## src/rtl/mem_seq_pkg.sv

```systemverilog
// ============================================================================
// mem_seq_pkg
// Shared state encoding, mode encoding and address scaling for the sequencer.
// Rev 1.0
// ============================================================================
`default_nettype none

package mem_seq_pkg;

  typedef logic [2:0] state_t;

  localparam state_t ST_IDLE   = 3'd0;
  localparam state_t ST_ISSUE  = 3'd1;
  localparam state_t ST_WAIT   = 3'd2;
  localparam state_t ST_NEXT   = 3'd3;
  localparam state_t ST_FINISH = 3'd4;
  localparam state_t ST_ERR    = 3'd5;

  localparam logic [1:0] MODE_RD    = 2'b00;
  localparam logic [1:0] MODE_WR    = 2'b01;
  localparam logic [1:0] MODE_WR_RD = 2'b10;
  localparam logic [1:0] MODE_RSVD  = 2'b11;

  // One 64-bit beat spans two 32-bit words.
  localparam int BEAT_SHIFT = 1;

  function automatic logic first_is_write(input logic [1:0] m);
    logic r;
    r = 1'b0;
    case (m)
      MODE_WR, MODE_WR_RD: r = 1'b1;
      MODE_RD, MODE_RSVD:  r = 1'b0;
    endcase
    return r;
  endfunction

endpackage

`default_nettype wire

```

## src/rtl/mem_seq_timeout_cnt.sv

```systemverilog
// ============================================================================
// mem_seq_timeout_cnt
// Loadable WAIT-cycle counter; saturates at TIMEOUT_CYCLES-1 and flags expiry.
// Rev 1.0
// ============================================================================
`default_nettype none

module mem_seq_timeout_cnt #(
  parameter int TIMEOUT_CYCLES = 1024,
  parameter int CW             = (TIMEOUT_CYCLES > 1) ? $clog2(TIMEOUT_CYCLES) : 1
) (
  input  logic          clk_i,
  input  logic          rst_i,
  input  logic          load_i,
  input  logic          en_i,
  output logic [CW-1:0] cnt_o,
  output logic          expired_o
);

  localparam logic [CW-1:0] LAST = CW'(TIMEOUT_CYCLES - 1);

  logic [CW-1:0] cnt_q;

  always_ff @(posedge clk_i or posedge rst_i) begin
    if (rst_i) begin
      cnt_q <= '0;
    end else if (load_i) begin
      cnt_q <= '0;
    end else if (en_i && (cnt_q != LAST)) begin
      cnt_q <= cnt_q + CW'(1);
    end
  end

  assign cnt_o     = cnt_q;
  assign expired_o = (cnt_q == LAST);

endmodule

`default_nettype wire

```

## src/rtl/mem_access_sequencer.sv

```systemverilog
// ============================================================================
// mem_access_sequencer
// Issues a strided sequence of read/write launches and tracks completion.
// Optional perf counters: define MEM_SEQ_PERF_CNT_EN.
// Rev 1.0
// ============================================================================
`default_nettype none

module mem_access_sequencer
  import mem_seq_pkg::*;
#(
  parameter int TIMEOUT_CYCLES = 1024,
  parameter int CNT_W          = 16
) (
  input  logic             Clk,
  input  logic             Rst,
  input  logic             Start,
  input  logic             Abort,
  input  logic [1:0]       Mode,
  input  logic [29:0]      BaseAddr,
  input  logic [7:0]       Stride,
  input  logic [CNT_W-1:0] Count,
  input  logic             RdDone,
  input  logic             WrDone,
  output logic             GoRead,
  output logic             GoWrite,
  output logic [29:0]      source_address,
  output logic [29:0]      destination_address,
  output logic [31:0]      length,
  output logic             Busy,
  output logic             Done,
  output logic             Error,
  output logic [CNT_W-1:0] Completed
`ifdef MEM_SEQ_PERF_CNT_EN
  ,
  output logic [31:0]      LatencySum,
  output logic [15:0]      LatencyMax
`endif
);

  localparam int TCW = (TIMEOUT_CYCLES > 1) ? $clog2(TIMEOUT_CYCLES) : 1;

  state_t           state_q, state_d;
  logic [1:0]       mode_q, mode_d;
  logic [7:0]       stride_q, stride_d;
  logic [CNT_W-1:0] count_q, count_d;
  logic [CNT_W-1:0] idx_q, idx_d;
  logic [CNT_W-1:0] completed_q, completed_d;
  logic [29:0]      addr_q, addr_d;
  logic             error_q, error_d;
  logic             rd_phase_q, rd_phase_d;

  logic             w_accept;
  logic             w_match;
  logic             w_last;
  logic             w_expired;
  logic [TCW-1:0]   w_wait_cnt;

  assign w_accept = Start && !Abort;
  assign w_match  = rd_phase_q ? RdDone : WrDone;
  assign w_last   = ((idx_q + CNT_W'(1)) == count_q);

  mem_seq_timeout_cnt #(
    .TIMEOUT_CYCLES (TIMEOUT_CYCLES),
    .CW             (TCW)
  ) u_timeout_cnt (
    .clk_i     (Clk),
    .rst_i     (Rst),
    .load_i    (state_q == ST_ISSUE),
    .en_i      (state_q == ST_WAIT),
    .cnt_o     (w_wait_cnt),
    .expired_o (w_expired)
  );

  always_comb begin
    state_d     = state_q;
    mode_d      = mode_q;
    stride_d    = stride_q;
    count_d     = count_q;
    idx_d       = idx_q;
    completed_d = completed_q;
    addr_d      = addr_q;
    error_d     = error_q;
    rd_phase_d  = rd_phase_q;
    unique case (state_q)
      ST_IDLE: begin
        if (w_accept) begin
          mode_d      = Mode;
          stride_d    = Stride;
          count_d     = Count;
          addr_d      = BaseAddr;
          idx_d       = '0;
          completed_d = '0;
          error_d     = 1'b0;
          rd_phase_d  = !first_is_write(Mode);
          state_d     = (Count == '0) ? ST_FINISH : ST_ISSUE;
        end
      end
      ST_ISSUE: state_d = Abort ? ST_FINISH : ST_WAIT;
      ST_WAIT: begin
        // A matching done wins over an expiry in the same cycle.
        if (Abort) begin
          state_d = ST_FINISH;
        end else if (w_match) begin
          if (!rd_phase_q && (mode_q == MODE_WR_RD)) begin
            rd_phase_d = 1'b1;
            state_d    = ST_ISSUE;
          end else begin
            state_d = ST_NEXT;
          end
        end else if (w_expired) begin
          error_d = 1'b1;
          state_d = ST_ERR;
        end
      end
      ST_NEXT: begin
        if (Abort) begin
          state_d = ST_FINISH;
        end else begin
          completed_d = completed_q + CNT_W'(1);
          idx_d       = idx_q + CNT_W'(1);
          addr_d      = addr_q + (30'(stride_q) << BEAT_SHIFT);
          rd_phase_d  = !first_is_write(mode_q);
          state_d     = w_last ? ST_FINISH : ST_ISSUE;
        end
      end
      ST_FINISH, ST_ERR: state_d = ST_IDLE;
      default:           state_d = ST_IDLE;
    endcase
  end

  always_ff @(posedge Clk or posedge Rst) begin
    if (Rst) begin
      state_q     <= ST_IDLE;
      mode_q      <= MODE_RD;
      stride_q    <= '0;
      count_q     <= '0;
      idx_q       <= '0;
      completed_q <= '0;
      addr_q      <= '0;
      error_q     <= 1'b0;
      rd_phase_q  <= 1'b0;
    end else begin
      state_q     <= state_d;
      mode_q      <= mode_d;
      stride_q    <= stride_d;
      count_q     <= count_d;
      idx_q       <= idx_d;
      completed_q <= completed_d;
      addr_q      <= addr_d;
      error_q     <= error_d;
      rd_phase_q  <= rd_phase_d;
    end
  end

  assign GoRead              = (state_q == ST_ISSUE) && rd_phase_q;
  assign GoWrite             = (state_q == ST_ISSUE) && !rd_phase_q;
  assign Busy                = (state_q != ST_IDLE);
  assign Done                = (state_q == ST_FINISH) || (state_q == ST_ERR);
  assign Error               = error_q;
  assign Completed           = completed_q;
  assign source_address      = addr_q;
  assign destination_address = addr_q;
  assign length              = 32'(idx_q);

`ifdef MEM_SEQ_PERF_CNT_EN
  logic [31:0] lat_sum_q;
  logic [15:0] lat_max_q;
  logic [31:0] w_wait_dur;

  // The counter is monotonic within one WAIT, so a per-cycle compare tracks the max.
  assign w_wait_dur = 32'(w_wait_cnt) + 32'd1;

  always_ff @(posedge Clk or posedge Rst) begin
    if (Rst) begin
      lat_sum_q <= '0;
      lat_max_q <= '0;
    end else if ((state_q == ST_IDLE) && w_accept) begin
      lat_sum_q <= '0;
      lat_max_q <= '0;
    end else if (state_q == ST_WAIT) begin
      if (lat_sum_q != '1) begin
        lat_sum_q <= lat_sum_q + 32'd1;
      end
      if (w_wait_dur > 32'(lat_max_q)) begin
        lat_max_q <= (w_wait_dur > 32'h0000_FFFF) ? 16'hFFFF : w_wait_dur[15:0];
      end
    end
  end

  assign LatencySum = lat_sum_q;
  assign LatencyMax = lat_max_q;
`else
  logic w_unused_cnt;
  assign w_unused_cnt = ^w_wait_cnt;
`endif

endmodule

`default_nettype wire

```

## config.mk

```make
export PLATFORM = sky130hd
export DESIGN_NAME = mem_access_sequencer
export DESIGN_NICKNAME = d
export VERILOG_FILES = /design/src/rtl/mem_seq_pkg.sv /design/src/rtl/mem_seq_timeout_cnt.sv /design/src/rtl/mem_access_sequencer.sv
export SDC_FILE = /design/constraint.sdc
export NUM_CORES = 1
export LEC_CHECK = 0
export ABC_AREA = 1
export BUFFER_PORTS_ARGS = -buffer_cell sky130_fd_sc_hd__buf_2
export CAP_MARGIN = 25
export CORE_ASPECT_RATIO = 0.7
export CORE_UTILIZATION = 45
export CTS_CLUSTER_SIZE = 20
export DETAILED_ROUTE_END_ITERATION = 8
export PLACE_DENSITY_LB_ADDON = 0.2
export SYNTH_ARGS = -nofsm -noshare
export SYNTH_HDL_FRONTEND = slang
export SYNTH_SLANG_ARGS = --single-unit
```

## constraint.sdc

```tcl
create_clock -name Clk -period 2.8 [get_ports Clk]
set_input_delay 0.28 -clock Clk [delete_from_list [all_inputs] [get_ports Clk]]
set_output_delay 0.28 -clock Clk [all_outputs]
set_load 0.005 [all_outputs]
```

Yosys cells after proc, flatten, opt, wreduce, memory -nomap -nowiden
Index checks and enable logic that the tools add are counted.
{"block": "classes", "n_addsub": 4, "eq_ne": 22, "muxes": 38, "reduce_logical": 28}
{"op": "$pmux W16 S2", "count": 2}
{"op": "$mux W30", "count": 2}
{"op": "$pmux W30 S2", "count": 1}
{"op": "$mux W16", "count": 3}
{"op": "$add A16 B1 Y16 const B", "count": 2}
{"op": "$add A30 B9 Y30", "count": 1}
{"op": "$mux W3", "count": 8}
{"op": "$mux W10", "count": 2}
{"op": "$eq A16 B16 Y1", "count": 1}
{"op": "$logic_not A16 Y1", "count": 1}
{"op": "$mux W1", "count": 14}
{"op": "$ne A2 B2 Y1 const B", "count": 7}
{"op": "$pmux W3 S4", "count": 1}
{"op": "$add A10 B1 Y10 const B", "count": 1}
{"op": "$eq A10 B10 Y1 const B", "count": 1}
{"op": "$ne A10 B10 Y1 const B", "count": 1}
{"op": "$eq A2 B2 Y1 const B", "count": 4}
{"op": "$reduce_or A2 Y1", "count": 4}
{"op": "$eq A3 B2 Y1 const B", "count": 2}
{"op": "$eq A3 B3 Y1 const B", "count": 2}
{"op": "$pmux W1 S2", "count": 3}
{"op": "$reduce_and A6 Y1", "count": 1}
{"op": "$reduce_bool A2 Y1", "count": 3}
{"op": "$reduce_bool A3 Y1", "count": 2}
{"op": "other kinds (13)", "count": 23}
{"block": "word_totals", "ff_bits": 103, "input_bits": 62, "output_inout_bits": 113, "elab_cells": 102}

Longest topological paths before layout
{"block": "depth", "ltp_word": 8, "depth_mapped": 16}

By module
Synthesis repeated with hierarchy kept, for this count alone.
{"block": "unflattened", "cells_unflattened": 977, "area_unflattened_um2": 6882.9}
{"mod": "mem_access_sequencer", "instances": 1, "cells_each": 885, "area_each_um2": 6223.5, "seq_area_each_um2": 2327.2}
{"mod": "mem_seq_timeout_cnt", "instances": 1, "cells_each": 92, "area_each_um2": 659.4, "seq_area_each_um2": 250.2}

Least setup slack after synthesis
Ideal clock, no wire load.
{"block": "synth_path", "path_type": "register to register", "startpoint": "reg addr_q[1], in the netlist destination_address[1]", "endpoint": "reg addr_q[23], in the netlist destination_address[23]", "arrival_time_ns": 2.043, "t_required_ns": 2.671, "slack_ns": 0.629, "stages_incl_launch_ff": 14, "path_buffers": 0, "period_less_slack_ns": 2.171, "cell_sequence": "dfrtp_1 -> ha_1 -> inv_1 -> fa_1 -> inv_1 -> nand2_1 -> o21ai_1 -> nand2_1 -> a31oi_4 -> nand2_1 -> o21ai_0 -> nand2_1 -> nor2_1 -> o22ai_1"}
{"block": "synth_between", "elab_chain_len": 3}
{"item": "start, declared", "line": "mem_access_sequencer.sv:49", "text": "logic [29:0] addr_q, addr_d;"}
{"item": "start signal, assigned", "line": "mem_access_sequencer.sv:150", "text": "addr_q <= addr_d;"}
{"item": "$add A30 B9 Y30", "line": "mem_access_sequencer.sv:122", "text": "addr_d = addr_q + (30'(stride_q) << BEAT_SHIFT);"}
{"item": "$mux W30", "line": "mem_access_sequencer.sv:117", "text": "if (Abort) begin"}
{"item": "$pmux W30 S2", "line": "mem_access_sequencer.sv:85", "text": "unique case (state_q)"}
No other way between the ends. The select of a mux whose other input is x is not followed.
A chain may end at the register's enable or synchronous reset.

Final worst setup path
Same ends and word-level chain as after synthesis.

==> metrics.txt <==
CP startpoint=destination_address[1]; via count=6270; grt ovf=0; core area=14100 sq um; Tot Pwr=7.82 mW; Register Area=2580 sq um; GR Layer Usage met2=32.8%; most common cell after layout, fill and taps aside=nand2_1; Critical Path Start Type=flop; most frequent cells in the layout=258 x nand2_1, 158 x buf_2, 103 x dfrtp_1; dpl cells=1211; Initial DRC Count=358; worst hold slack=0.0800 ns; Skew-Pair Late Insertion Delay=0.35 ns; hpwl dp=12.3 mm; yosys warns=0; Max Cap Viol=0; Seq/Total Area, Yosys=39.1%; area occupied by multi-input gates=3260 sq um; fin. max-slew vios=0; layout cells sized above 1=20.3%; Post-synth EDFFs=0; CTS resizes=0; Yosys cell types=47; Rows=36; Die Wd=147 um; fin cells=1227; Slew @ Worst Pin=0.660 ns; total CTS buffers=9; # setup viols final=0; Cells after Synth=909; Crit. End Element=flop; Initial Utilization=46.7%; RD Place Congestion=0.844; Synth Register Bits=103; DR WL/cell=13.9 um; cts hold-fix bufs=0; Max Clock Freq=394 MHz; antenna violations before repair=0; Tcrit/Tclk final=90.7%; PD cells=1020 nW/um^2; antenna-violating nets left=0; I/O pins=175; root buf cell=clkbuf_16; vias in the first global route=5367; outcome=complete, no violations; setup bufs post-CTS=0; FILL cells=1358; die area=15100 sq um; Mapped Area=6590 sq um; reg-to-reg startpoint=destination_address[1]; Final Hold Viols=0; IO Port Bufs=158; Synth Area per Inst=7.25 sq um; Setup TNS Final=0 ns; Overall Global Routing Usage=22.8%; Clock Sinks=103; met1 usage=34.9%; Longest Clk Path Bufs=2; Main synth FF type=dfrtp_1; # diodes=0; DR DRC count=0; GR met3 Demand/Resource=4.87%; iteration count of the initial detailed-routing pass=5; TritonCTS clock tree=done; Max FO, Critical Path=7; first-pass GRT wire length=27.2 mm; H-tree levels=3; Req. time, crit path=3.02 ns; largest net degree at the start of global routing=104; VDD IR max=0.556 mV; Clock Skews=0.0113 ns; final design utilization=54.1%; RSZ-0062 raised after global routing=no; Async SR Flop Fraction=100%; GRT busiest layer=met1; Hold Path Class=in2async; synthesis-to-layout area growth=15.8%; Total Routed Length=17.0 mm; Via density=5.11; Slew headroom=55.9%; Final Critical Period=2.54 ns; clock-pin slew on the worst setup and hold paths=0.08 ns; static leakage=3.81 nW; die height=103 um; Nets=1107; kind of critical path=reg2reg; CP arrival=2.77 ns
==> worst max-delay path: stages, from the launching register on <==
cell and delay, ns:
dfrtp_1 0.40, ha_1 0.19, inv_1 0.05, fa_1 0.35, inv_1 0.07, nand2_1 0.06
o21ai_1 0.24, nand2_1 0.19, a31oi_4 0.29, nand2_1 0.15, o21ai_0 0.19, nand2_1 0.07
nor2_1 0.09, o22ai_1 0.07
==> through the flow <==
step	worst slack [ns]	area (sq um)
2_1_floorplan	0.629	6650
3_3_place_gp	0.440	7300
3_5_place_dp	0.288	7300
4_1_cts	0.284	7630
5_1_grt	0.0391	7630
6_report	0.259	7630
==> path summary, 6_finish.rpt <==
kind                                            to  slack [ns]  cells after the start
min                                  Completed[12]        0.08                      3
min in group Clk                       stride_q[3]        0.12                      3
max                        destination_address[23]        0.26                     13
max reg2reg                destination_address[23]        0.26                     13
min reg2reg                            stride_q[5]        0.49                      2
max in group asynchronous               state_q[1]        2.27                      3
==> cells in the mapped netlist (3+ instances only) <==
| master | count | share of area (%) |
|---|---|---|
| o22ai_1 | 17 | 1.6 |
| nor4_1 | 11 | 1.0 |
| or2_2 | 3 | 0.28 |
| nand3_1 | 57 | 4.3 |
| nor3_2 | 3 | 0.46 |
| o21ai_1 | 9 | 0.68 |
| inv_2 | 5 | 0.28 |
| nand3_2 | 3 | 0.46 |
| nor3_1 | 14 | 1.1 |
| nand3b_1 | 7 | 0.80 |
| nand2_1 | 258 | 15 |
| buf_4 | 46 | 5.2 |
| nor2_1 | 71 | 4.0 |
| nand2_4 | 3 | 0.51 |
| a31oi_1 | 5 | 0.47 |
| clkbuf_1 | 11 | 0.63 |
| dfrtp_1 | 103 | 39 |
| nand2_2 | 3 | 0.28 |
| o21ai_0 | 58 | 4.4 |
| inv_1 | 91 | 5.2 |
| buf_2 | 11 | 0.84 |
| xor2_1 | 15 | 2.0 |
| nand4_1 | 21 | 2.0 |
| nor2_2 | 5 | 0.47 |
| a21oi_1 | 35 | 2.7 |
| o211ai_1 | 6 | 0.68 |
| ha_1 | 12 | 2.3 |
==> final cells by class <==
type                            count  share of cell area (%)
Tap cell                          190                    3.11
Timing Repair Buffer              165                    11.2
Inverter                           98                    4.87
Sequential cell                   103                    33.8
Multi-Input combinational cell    655                    42.7
Clock inverter                      6                    1.21
Clock buffer                       10                    3.13
==> kinds of logic after synthesis <==
group,Yosys count,share of synthesized area (%)
AOI/OAI and AO/OA,145,12.5
adders and majority gates,13,2.58
buffers and inverters,166,12.3
other,1,0.0569
xor gates and xnor gates,17,2.26
DFF,103,39.1
and+or+nand+nor,463,31.0
muxes,1,0.152
==> layer usage <==
layer | wire [um] | vias up
met4 | 90 | 0
met5 | 0 | -
met3 | 1070 | 7
met2 | 6890 | 195
met1 | 8950 | 2879
li1 | - | 3189
==> report_power, final <==
part	internal, mW	switching, mW
Clock	0.814	0.592
Sequential	1.98	0.496
Combinational	1.41	2.53
Total	4.20	3.62
==> state kept, by name, summed over array words and instances (netlist names) <==
signal	flops
idx_q	16
stride_q	8
rd_phase_q	1
u_timeout_cnt.cnt_o	10
mode_q	2
Error	1
Completed	16
destination_address	30
state_q	3
count_q	16
(Power assumes the default switching activity.)
